[config.mk]
export PLATFORM = sky130hd
export DESIGN_NAME = silife_max7219_rx
export DESIGN_NICKNAME = d
export VERILOG_FILES = /design/src/rtl/silife_max7219_pkg.sv /design/src/rtl/silife_spi_slave_sync.sv /design/src/rtl/silife_max7219_rx.sv
export SDC_FILE = /design/constraint.sdc
export NUM_CORES = 2
export LEC_CHECK = 0
export CAP_MARGIN = 20
export CELL_PAD_IN_SITES_DETAIL_PLACEMENT = 0
export CELL_PAD_IN_SITES_GLOBAL_PLACEMENT = 2
export CORE_ASPECT_RATIO = 0.75
export CORE_MARGIN = 5
export CORE_UTILIZATION = 40
export CTS_BUF_LIST = sky130_fd_sc_hd__clkbuf_4
export DETAILED_ROUTE_END_ITERATION = 12
export PLACE_DENSITY_LB_ADDON = 0.08
export RECOVER_POWER = 100
export SLEW_MARGIN = 10
export SYNTH_ARGS = -nofsm -noshare
export SYNTH_HDL_FRONTEND = slang
export SYNTH_HIERARCHICAL = 1
export SYNTH_SLANG_ARGS = --single-unit
[constraint.sdc]
create_clock -name clk -period 4.1 [get_ports clk]
set_input_delay 0.82 -clock clk [delete_from_list [all_inputs] [get_ports clk]]
set_output_delay 0.82 -clock clk [all_outputs]
set_load 0.05 [all_outputs]
[src/rtl/silife_max7219_pkg.sv]
// Shared MAX7219 register map, read-port config packing and receiver state type.
// Used by both the matrix driver and the receive-side chain model.
package silife_max7219_pkg;

  localparam logic [3:0] REG_NOOP      = 4'h0;
  localparam logic [3:0] REG_DIGIT0    = 4'h1;
  localparam logic [3:0] REG_DIGIT1    = 4'h2;
  localparam logic [3:0] REG_DIGIT2    = 4'h3;
  localparam logic [3:0] REG_DIGIT3    = 4'h4;
  localparam logic [3:0] REG_DIGIT4    = 4'h5;
  localparam logic [3:0] REG_DIGIT5    = 4'h6;
  localparam logic [3:0] REG_DIGIT6    = 4'h7;
  localparam logic [3:0] REG_DIGIT7    = 4'h8;
  localparam logic [3:0] REG_DECODE    = 4'h9;
  localparam logic [3:0] REG_INTENSITY = 4'hA;
  localparam logic [3:0] REG_SCANLIMIT = 4'hB;
  localparam logic [3:0] REG_SHUTDOWN  = 4'hC;
  localparam logic [3:0] REG_TEST      = 4'hF;

  localparam int CFG_TEST_BIT      = 15;
  localparam int CFG_ENABLED_BIT   = 14;
  localparam int CFG_DECODE_BIT    = 13;
  localparam int CFG_SCAN_LSB      = 10;
  localparam int CFG_SCAN_W        = 3;
  localparam int CFG_INTENSITY_LSB = 6;
  localparam int CFG_INTENSITY_W   = 4;

  typedef enum logic [1:0] {
    RX_IDLE,
    RX_SHIFT,
    RX_COMMIT
  } rx_state_e;

  // Digit registers 0x1..0x8 map onto row slots 0..7.
  function automatic logic [2:0] digit_index(input logic [3:0] addr);
    return 3'(addr - REG_DIGIT0);
  endfunction

endpackage

[src/rtl/silife_spi_slave_sync.sv]
// SPI slave front end: input synchronisers, edge detection, frame FSM, shift register
// and saturating bit counter. Optional chain pass-through under SILIFE_MAX7219_RX_DOUT_EN.
module silife_spi_slave_sync
  import silife_max7219_pkg::*;
#(
  parameter int CHAIN       = 16,
  parameter int SYNC_STAGES = 2
) (
  input  logic                  clk,
  input  logic                  reset,
  input  logic                  cs,
  input  logic                  sck,
  input  logic                  mosi,
  output logic                  frame_end,
`ifdef SILIFE_MAX7219_RX_DOUT_EN
  output logic                  dout,
`endif
  output logic [15:0]           bit_count,
  output logic [16*CHAIN-1:0]   shift_data
);

  localparam int N  = 16 * CHAIN;
  localparam int SW = $clog2(SYNC_STAGES + 1);
  localparam logic [SW-1:0] SETTLE_DONE = SW'(SYNC_STAGES);

  logic [SYNC_STAGES-1:0] cs_sync;
  logic [SYNC_STAGES-1:0] sck_sync;
  logic [SYNC_STAGES-1:0] mosi_sync;
  logic                   cs_s;
  logic                   sck_s;
  logic                   mosi_s;
  logic                   sck_prev;
  logic                   sck_rise;
  logic [SW-1:0]          settle_q;
  logic                   armed_q;
  logic                   start;
  rx_state_e              state_q;
  rx_state_e              state_d;

  always_ff @(posedge clk or negedge reset) begin
    if (!reset) begin
      cs_sync   <= '1;
      sck_sync  <= '0;
      mosi_sync <= '0;
      sck_prev  <= 1'b0;
    end else begin
      cs_sync   <= {cs_sync[SYNC_STAGES-2:0], cs};
      sck_sync  <= {sck_sync[SYNC_STAGES-2:0], sck};
      mosi_sync <= {mosi_sync[SYNC_STAGES-2:0], mosi};
      sck_prev  <= sck_s;
    end
  end

  assign cs_s     = cs_sync[SYNC_STAGES-1];
  assign sck_s    = sck_sync[SYNC_STAGES-1];
  assign mosi_s   = mosi_sync[SYNC_STAGES-1];
  assign sck_rise = sck_s & ~sck_prev;

  // The synchroniser reset value reads as "CS high", so arming waits until the chain
  // holds real samples; a CS held low across reset release never starts a frame.
  always_ff @(posedge clk or negedge reset) begin
    if (!reset) begin
      settle_q <= '0;
      armed_q  <= 1'b0;
      state_q  <= RX_IDLE;
    end else begin
      if (settle_q != SETTLE_DONE) settle_q <= settle_q + SW'(1);
      if (start) armed_q <= 1'b0;
      else if (settle_q == SETTLE_DONE && cs_s) armed_q <= 1'b1;
      state_q <= state_d;
    end
  end

  always_comb begin
    state_d   = state_q;
    start     = 1'b0;
    frame_end = 1'b0;
    unique case (state_q)
      RX_IDLE: begin
        if (armed_q && !cs_s) begin
          state_d = RX_SHIFT;
          start   = 1'b1;
        end
      end
      RX_SHIFT: begin
        if (cs_s) begin
          state_d   = RX_COMMIT;
          frame_end = 1'b1;
        end
      end
      RX_COMMIT: state_d = RX_IDLE;
      default:   state_d = RX_IDLE;
    endcase
  end

  always_ff @(posedge clk or negedge reset) begin
    if (!reset) begin
      shift_data <= '0;
      bit_count  <= '0;
    end else if (start) begin
      bit_count <= '0;
    end else if (state_q == RX_SHIFT && !cs_s && sck_rise) begin
      shift_data <= {shift_data[N-2:0], mosi_s};
      if (bit_count != 16'hffff) bit_count <= bit_count + 16'd1;
    end
  end

`ifdef SILIFE_MAX7219_RX_DOUT_EN
  logic sck_fall;
  assign sck_fall = ~sck_s & sck_prev;

  always_ff @(posedge clk or negedge reset) begin
    if (!reset) dout <= 1'b0;
    else if (sck_fall) dout <= shift_data[N-1];
  end
`endif

endmodule

[src/rtl/silife_max7219_rx.sv]
// MAX7219-compatible daisy-chain receiver: decodes each device's word on CS rise.
// Optional o_dout chain pass-through enabled by SILIFE_MAX7219_RX_DOUT_EN.
module silife_max7219_rx
  import silife_max7219_pkg::*;
#(
  parameter int CHAIN       = 16,
  parameter int SYNC_STAGES = 2,
  localparam int DEV_W      = (CHAIN > 1) ? $clog2(CHAIN) : 1
) (
  input  logic             clk,
  input  logic             reset,
  input  logic             i_cs,
  input  logic             i_sck,
  input  logic             i_mosi,
  input  logic [DEV_W-1:0] i_rd_dev,
  input  logic [2:0]       i_rd_row,
  output logic [7:0]       o_rd_row_data,
  output logic [15:0]      o_rd_cfg,
  output logic             o_commit,
  output logic             o_frame_err,
`ifdef SILIFE_MAX7219_RX_DOUT_EN
  output logic             o_dout,
`endif
  output logic [15:0]      o_bit_count
);

  logic                 frame_end;
  logic                 frame_ok;
  logic                 commit_ok;
  logic [16*CHAIN-1:0]  shift_data;
  logic [7:0]           rows_q      [CHAIN][8];
  logic [CHAIN-1:0]     test_q;
  logic [CHAIN-1:0]     enabled_q;
  logic [CHAIN-1:0]     decode_q;
  logic [2:0]           scan_q      [CHAIN];
  logic [3:0]           intensity_q [CHAIN];

  silife_spi_slave_sync #(
    .CHAIN       (CHAIN),
    .SYNC_STAGES (SYNC_STAGES)
  ) u_sync (
    .clk        (clk),
    .reset      (reset),
    .cs         (i_cs),
    .sck        (i_sck),
    .mosi       (i_mosi),
    .frame_end  (frame_end),
`ifdef SILIFE_MAX7219_RX_DOUT_EN
    .dout       (o_dout),
`endif
    .bit_count  (o_bit_count),
    .shift_data (shift_data)
  );

  assign frame_ok  = (o_bit_count != 16'd0) && (o_bit_count[3:0] == 4'd0);
  assign commit_ok = frame_end && frame_ok;

  // Registers update on the same edge that raises o_commit, so the read port already
  // shows the new frame while the pulse is high. Device 0 holds the last word shifted in.
  always_ff @(posedge clk or negedge reset) begin
    if (!reset) begin
      for (int k = 0; k < CHAIN; k++) begin
        for (int r = 0; r < 8; r++) rows_q[k][r] <= '0;
        scan_q[k]      <= '0;
        intensity_q[k] <= '0;
      end
      test_q      <= '0;
      enabled_q   <= '0;
      decode_q    <= '0;
      o_commit    <= 1'b0;
      o_frame_err <= 1'b0;
    end else begin
      o_commit <= commit_ok;
      if (frame_end) o_frame_err <= !frame_ok;
      if (commit_ok) begin
        for (int k = 0; k < CHAIN; k++) begin
          case (shift_data[16*k+8 +: 4])
            REG_NOOP: ;
            REG_DIGIT0, REG_DIGIT1, REG_DIGIT2, REG_DIGIT3,
            REG_DIGIT4, REG_DIGIT5, REG_DIGIT6, REG_DIGIT7:
              rows_q[k][digit_index(shift_data[16*k+8 +: 4])] <= shift_data[16*k +: 8];
            REG_DECODE:    decode_q[k]    <= |shift_data[16*k +: 8];
            REG_INTENSITY: intensity_q[k] <= shift_data[16*k +: 4];
            REG_SCANLIMIT: scan_q[k]      <= shift_data[16*k +: 3];
            REG_SHUTDOWN:  enabled_q[k]   <= shift_data[16*k];
            REG_TEST:      test_q[k]      <= shift_data[16*k];
            default: ;
          endcase
        end
      end
    end
  end

  assign o_rd_row_data = rows_q[i_rd_dev][i_rd_row];

  always_comb begin
    o_rd_cfg                                              = '0;
    o_rd_cfg[CFG_TEST_BIT]                                = test_q[i_rd_dev];
    o_rd_cfg[CFG_ENABLED_BIT]                             = enabled_q[i_rd_dev];
    o_rd_cfg[CFG_DECODE_BIT]                              = decode_q[i_rd_dev];
    o_rd_cfg[CFG_SCAN_LSB +: CFG_SCAN_W]                  = scan_q[i_rd_dev];
    o_rd_cfg[CFG_INTENSITY_LSB +: CFG_INTENSITY_W]        = intensity_q[i_rd_dev];
  end

endmodule

== Word level (Yosys, flattened, before mapping) ==
Index checks and enable logic that the tools add are counted.
Storage, ports and cells
  flip-flop bits (word level): 1466
  word-level logic and storage cells: 746
  input port bits: 12
  output and inout port bits: 42
Operators by class
  add/subtract/negate cells: 18
  mux-type cells: 78
  bitwise operators: 21
  equality and inequality tests: 214
  reductions and logical operators: 161
  magnitude comparators: 35
Operators by type and width (number)
  bitwise mux 64 bit: 16
  demux 8 bit (select 3 bit): 16
  == test 4 bit (second input constant): 96
  binary-select mux 64 bit (select 4 bit): 1
  == test 4 x 3 -> 1 bit (second input constant): 64
  OR reduction 8 bit: 32
  AND reduction 2 bit: 99
  2-to-1 mux 8 bit: 18
  == test 4 x 2 -> 1 bit (second input constant): 32
  2-to-1 mux 64 bit: 2
  >= comparator 4 bit (second input constant): 17
  inverter 3 -> 4 bit: 17
  == test 4 x 1 -> 1 bit (second input constant): 16
  less-than comparator 4 x 1 -> 1 bit (second input constant): 16
  2-to-1 mux 16 bit: 3
  subtractor 3 x 1 -> 3 bit (second input constant): 16
  binary-select mux 8 bit (select 3 bit): 1
  logical AND 1 bit: 22
  adder 16 x 1 -> 16 bit (second input constant): 1
  binary-select mux 4 bit (select 4 bit): 1
  != test 16 bit (second input constant): 1
  nonzero test 16 bit: 1
  binary-select mux 1 bit (select 4 bit): 3
  binary-select mux 3 bit (select 4 bit): 1
  19 further kinds: 35

== Longest topological paths before layout ==
  depth in word-level cells: 7
  mapped depth: 9
  gate-level depth less buffers: 7

== Cells and area by module ==
The synthesis kept the hierarchy.
By module, submodules not included
  silife_max7219_rx: cells an instance 3553, area an instance 56399.1 µm², sequential area each 29678.5 µm², instances 1
  silife_spi_slave_sync: cells an instance 660, area an instance 10796.6 µm², sequential area each 7109.3 µm², instances 1

== Worst setup path before layout ==
OpenSTA, ideal clock, no wires.
  path kind: input -> output
  start point: input i_rd_dev[0]
  end point: output o_rd_row_data[0]
  arrival: 3358 ps
  data required time: 3280 ps
  buffers on the path: 2
  slack: -78 ps
  stages: 6
  path through: buf_2 > buf_1 > mux4_2 > mux4_2 > mux4_2 > mux2_2
Between the ends
  cells in the longest elaborated chain, start to end: 7
Ends and longest elaborated chain
  from (decl): RTL line silife_max7219_rx.sv:15  | input logic [DEV_W-1:0] i_rd_dev,
  inverter 4 -> 5 bit (implied by the code): RTL line silife_max7219_rx.sv:94  | assign o_rd_row_data = rows_q[i_rd_dev][i_rd_row];
  binary-select mux 64 bit (select 4 bit): RTL line silife_max7219_rx.sv:94
  2-to-1 mux 64 bit (implied by the code) (2 in a row): RTL line silife_max7219_rx.sv:94
  binary-select mux 8 bit (select 3 bit): RTL line silife_max7219_rx.sv:94
  2-to-1 mux 8 bit (implied by the code) (2 in a row): RTL line silife_max7219_rx.sv:94
  to (decl): RTL line silife_max7219_rx.sv:17  | output logic [7:0] o_rd_row_data,
No other way between the ends. The select of a mux whose other input is x is not followed.

== Final worst setup path ==
  start point: register rows_q[673] (netlist name)
  end point: output o_rd_row_data[1]
Between the ends
  cells in the longest elaborated chain, start to end: 6
Ends and longest elaborated chain
  from (decl): RTL line silife_max7219_rx.sv:31  | logic [7:0] rows_q [CHAIN][8];
  from (signal, indexed assignment): RTL line silife_max7219_rx.sv:81  | rows_q[k][digit_index(shift_data[16*k+8 +: 4])] <= shift_data[16*k +: 8];
  binary-select mux 64 bit (select 4 bit): RTL line silife_max7219_rx.sv:94
  2-to-1 mux 64 bit (implied by the code) (2 in a row): RTL line silife_max7219_rx.sv:94
  binary-select mux 8 bit (select 3 bit): RTL line silife_max7219_rx.sv:94
  2-to-1 mux 8 bit (implied by the code) (2 in a row): RTL line silife_max7219_rx.sv:94
No other way between the ends. The select of a mux whose other input is x is not followed.

==> impl_metrics.ini <==
[run_status]
outcome = complete, but fails checks
violations = max-capacitance violations, max-slew violations, negative setup slack

[power]
p_per_area_mw_per_mm2 = 371
pwr-share-seq_pct = 51.6
switching_share_pct = 25.0
p_int_mw = 21.2
clkPwrFrac_pct = 44.8
p_comb_share_pct = 3.6
leakagePower_nw = 37.0
irDropWorstVdd_mv = 0.264
p_sw_mw = 7.07

[logic_synthesis]
synthesis.instances = 4205
synth_warnings = 6
synth.avg_cell_area_um2 = 15.9
syn_area_mm2 = 0.0671

[drt]
drt-total-wl_um = 239000
ant_nets = 0
routed_via_density = 5.82
drc = 0
drt_iter0_markers = 3655
drtPass1Iterations = 5
vias = 41900
wl_per_cell_um = 33.2

[die]
start_util_pct = 40.1
std_cell_rows = 130
core-area_mm2 = 0.167
ios = 54
die-area_mm2 = 0.176
die_w_um = 483
die_h_um = 365

[timing]
slew_headroom_pct = -113
finalSetupViolCount = 136
hold_ws_ns = 0.348
min_period_over_period_pct = 113
fmax_mhz = 216
worst_pin_slew_ns = 3.19
finalMaxSlewViolations = 226
clock_skew_ns = 0.0580
fin_ws_ns = -0.539
period_needed_ns = 4.64
finalHoldViolCount = 0
rsz0062_at_grt = true

[worst_hold_path]
worstHoldPathType = reg2reg
min_to = u_sync/mosi_sync[1]
hp-start = u_sync/mosi_sync[0]
hold-path-cell-count = 0

[global_routing]
first_global_vias = 43500
grt_use_total_pct = 27.4
antenna_found_initial = 18
grt_pass1_wl_um = 338000
gr-total-overflow = 0
grt_max_degree = 99

[critical_path]
crit_path_cell_trace = mux4_2 -> mux4_2 -> mux4_2 -> mux2_4 -> buf_8
rrSetupSlack_ns = -0.44
r2r_end = intensity_q[46]
critPathKind = reg2out
crit_path_start_kind = register
crit_fanout = 2
slowest_delay_ns = 0.53
crit_path_top_delay_cell = mux4_2
reg2reg_depth = 7
worst_ep_arrival_time_ns = 3.82
r2r_start = u_sync/bit_count[9]
required_ns = 3.28
path_common_cell = mux4_2
cp-end-kind = output pin

[clocking]
clk_pin_slew_ns = 0.08
cts_buffer_depth = 4
post_cts_buffers = 0
cts_root_buf = clkbuf_4
cts.sinks = 1466
cts_buffers = 396
ctsHtreeMaxLevel = 5
clock_latency_ns = 1.34
cts_tree = done

[layout]
finalNonFillerCells = 7193
drive_above_1_share_pct = 54.8
nets = 4754
synthToLayoutAreaGrowth_pct = 13.9
fill_cells = 15100

[flow_run]
maxCapViolCount = 3

[placement]
dp.cells = 6515
dp_hpwl_um = 168000
gp_congestion = 0.843
portBuffers = 47
[power by group through the flow]
stage	logic (mW)	registers, mW	clock network (mW)
6_report	1.01	14.6	12.7
5_1_grt	1.12	14.6	13.9
4_1_cts	1.08	14.6	13.1
3_5_place_dp	1.08	14.9	0
3_3_place_gp	1.07	14.9	0
2_1_floorplan	0.466	14.8	0
[flip-flops by register name (all words and copies together), names as in the netlist, 16 cells and up]
signal             flops
intensity_q           64
test_q                16
decode_q              16
scan_q                48
u_sync/shift_data    252
rows_q              1024
u_sync/bit_count      16
enabled_q             16
[metal layers]
metal,up-vias,GRT usage (%),routed length (um)
met2,1569,36.5,95800
met4,0,6.33,4880
li1,17100,-,-
met3,317,7.85,19700
met1,22900,43.5,119000
met5,-,0,0
[worst max-delay path, delay by kind of cell (launching register included)]
kind / cells / cell delay [ns]
mux: 4 / 1.88
flops: 1 / 0.43
buf+inv: 1 / 0.18
[what timing repair did]
| item | 4_1_cts | 5_1_grt |
|---|---|---|
| resized for setup | 20 | 2 |
| setup endpoints to repair | 9 | 8 |
| pin swaps | 0 | 0 |
| hold endpoints to repair | 455 | 0 |
| hold buffers | 4 | 0 |
[metrics by stage]
stage | setup slack [ns] | TNS [ns] | utilization [%] | total power, mW | cell area, um2
6_report | -0.539 | -21.12 | 45.7 | 28.3 | 76400
5_1_grt | -0.656 | -150.81 | 45.7 | 29.6 | 76300
4_1_cts | -0.673 | -4.95 | 46.0 | 28.8 | 76800
3_5_place_dp | -0.293 | -2.02 | 43.1 | 16.0 | 72000
3_3_place_gp | -0.260 | -1.90 | 43.1 | 15.9 | 72000
2_1_floorplan | 0.0585 | 0 | - | 15.3 | 67100
[worst max-delay path by stage]
stage                            end   startpoint  slack [ns]  cells past startpoint
finish              o_rd_row_data[1]  rows_q[673]       -0.54                      5
global route        o_rd_row_data[1]  rows_q[673]       -0.66                      5
CTS                 o_rd_row_data[1]  rows_q[673]       -0.67                      5
detailed placement  o_rd_row_data[4]  i_rd_dev[0]       -0.29                      8
global placement    o_rd_row_data[4]  i_rd_dev[0]       -0.26                      8
floorplan           o_rd_row_data[0]  i_rd_dev[2]        0.06                      7
[cell usage in the layout (no fill, tap or decap), types with 9 or more instances in the layout]
cell,instances
dfrtp_1,1464
mux2_2,1436
clkbuf_4,639
mux4_2,386
nand2_1,124
nor2_1,105
buf_4,103
clkinv_1,72
ha_1,66
nand4_1,54
nor4_1,52
clkbuf_2,44
nand4b_1,43
buf_12,38
inv_1,34
xor2_1,25
xnor2_1,25
dlygate4sd3_1,25
clkbuf_1,15
and4_1,14
diode_2,13
nor3_1,13
nor4_2,12
o2bb2ai_1,11
a2bb2oi_1,9
[final cells by class]
type | count | area, um2 | share of cell area [%]
well taps | 2244 | 2810 | 3.68
repair buffers | 308 | 2760 | 3.61
diodes | 13 | 32.5 | 0.0426
multi-input cells | 2470 | 29300 | 38.3
clock inverters | 81 | 340 | 0.446
inverters | 34 | 128 | 0.167
clock buffers | 577 | 4330 | 5.67
flip-flops and latches | 1466 | 36700 | 48.0
Power figures use the tool's default switching activity.
==> RTL edit (same flow settings) <==
The package constant `CFG_SCAN_LSB` goes from 10 to 12.
--- a/src/rtl/silife_max7219_pkg.sv
+++ b/src/rtl/silife_max7219_pkg.sv
@@ -20,7 +20,7 @@
   localparam int CFG_TEST_BIT      = 15;
   localparam int CFG_ENABLED_BIT   = 14;
   localparam int CFG_DECODE_BIT    = 13;
-  localparam int CFG_SCAN_LSB      = 10;
+  localparam int CFG_SCAN_LSB      = 12;
   localparam int CFG_SCAN_W        = 3;
   localparam int CFG_INTENSITY_LSB = 6;
   localparam int CFG_INTENSITY_W   = 4;
Function: not settled (the Yosys comparison gave no result); the edit may change what the design does.
==> RTL edit against the unedited design <==
The run still ends with max-capacitance violations, max-slew violations, negative setup slack left; sequential cell count fell by 32; final cell count rose by 3.0%; area after synthesis shrank 2.9%; total power shrank 1.0%; die area is 2.8% lower; setup slack gained 0.049 ns; sequential share of layout area grew 0.44 points; routed wire length fell by 5.2%; first-iteration DRC count down 1.3%; cell area fell by 3.1%; fmax increased by 1.1%; critical path type unchanged.
==> RTL edit: results <==
global_route:
  grt_use_met2: 0.364
  grt_max_degree: 154
  track_usage: 0.266
  met3_usage: 0.0704
  grt_antenna_before_repair: 20
  grt_pass1_wl_um: 323000
  grt_util_met1: 0.412
sta:
  finalSetupTns_ns: -19.54
  whs_ns: 0.349
  worst_slack_ns: -0.490
  finalSetupViolations: 185
  slew_violations: 196
  fin_worst_skew_ns: 0.101
  maxSlewHeadroom: -1.30
clock_network:
  insertion_delay_ns: 1.40
  cts_buffers: 388
drt:
  drt-total-wl_um: 226000
  via_count: 41900
  wl_met2_um: 93500
  wl_met3_um: 17200
  drtIter0Drc: 3606
  wl_met1_um: 110000
setup_path:
  rr_startpoint: "u_sync/bit_count[10]"
  crit_fanout: 2
  r2r-end: "rows_q[134]"
  r2r_cells: 6
  worst_path_max_delay_cell: "mux4_2"
  reg2reg_slack_ns: -0.24
  slowest_delay_ns: 0.56
  cp-endpoint: "o_rd_row_data[3]"
placed_design:
  port_buffers: 45
  place_congestion: 0.842
  dp_cells: 6731
  place_area_um2: 69400
  dp_hpwl_um: 160000
  pre_cts_slack_ns: -0.294
power_and_ir_drop:
  max-vdd-ir-drop_v: 0.000325
  powerDensity_nw_per_um2: 379
  leakagePower_nw: 36.7
flow_run:
  drv_cap: 5
finish:
  drive_gt1_frac: 0.442
  stdcell_count: 7411
  fin_area_um2: 74000
  layout.nets: 5060
run_status:
  violations: "max-capacitance violations, max-slew violations, negative setup slack"
  status: "finished, violations left"
synthesis:
  netlist_instances: 4559
-- RTL edit: changes by cell type in the layout (fill, tap and decap cells not counted), moves of 10 or more --
cell,delta
buf_4,-34
clkbuf_2,+12
clkbuf_4,-21
clkinv_1,-11
dfrtp_1,-34
mux2_1,+47
mux2_2,-331
mux4_2,-10
nand2_1,+733
nand4b_1,-26
nor4_1,-19
nor4_2,-11
-- RTL edit: layout make-up --
| cell class | count | area, um^2 |
|---|---|---|
| flip-flops and latches | 1434 | 35900 |
| well taps | 2145 | 2680 |
| inverters | 37 | 139 |
| clock inverters | 82 | 428 |
| clock buffers | 576 | 4320 |
| diodes | 16 | 40.0 |
| repair buffers | 264 | 2390 |
| multi-input cells | 2857 | 28100 |
| fillers | 14800 | 88100 |
-- RTL edit: what timing repair did --
action / in CTS / in global routing
gates cloned: 0 / 0
setup endpoints to repair: 8 / 16
hold buffers: 6 / 0
gates resized for setup: 22 / 3
endpoints found under the hold margin: 824 / 0
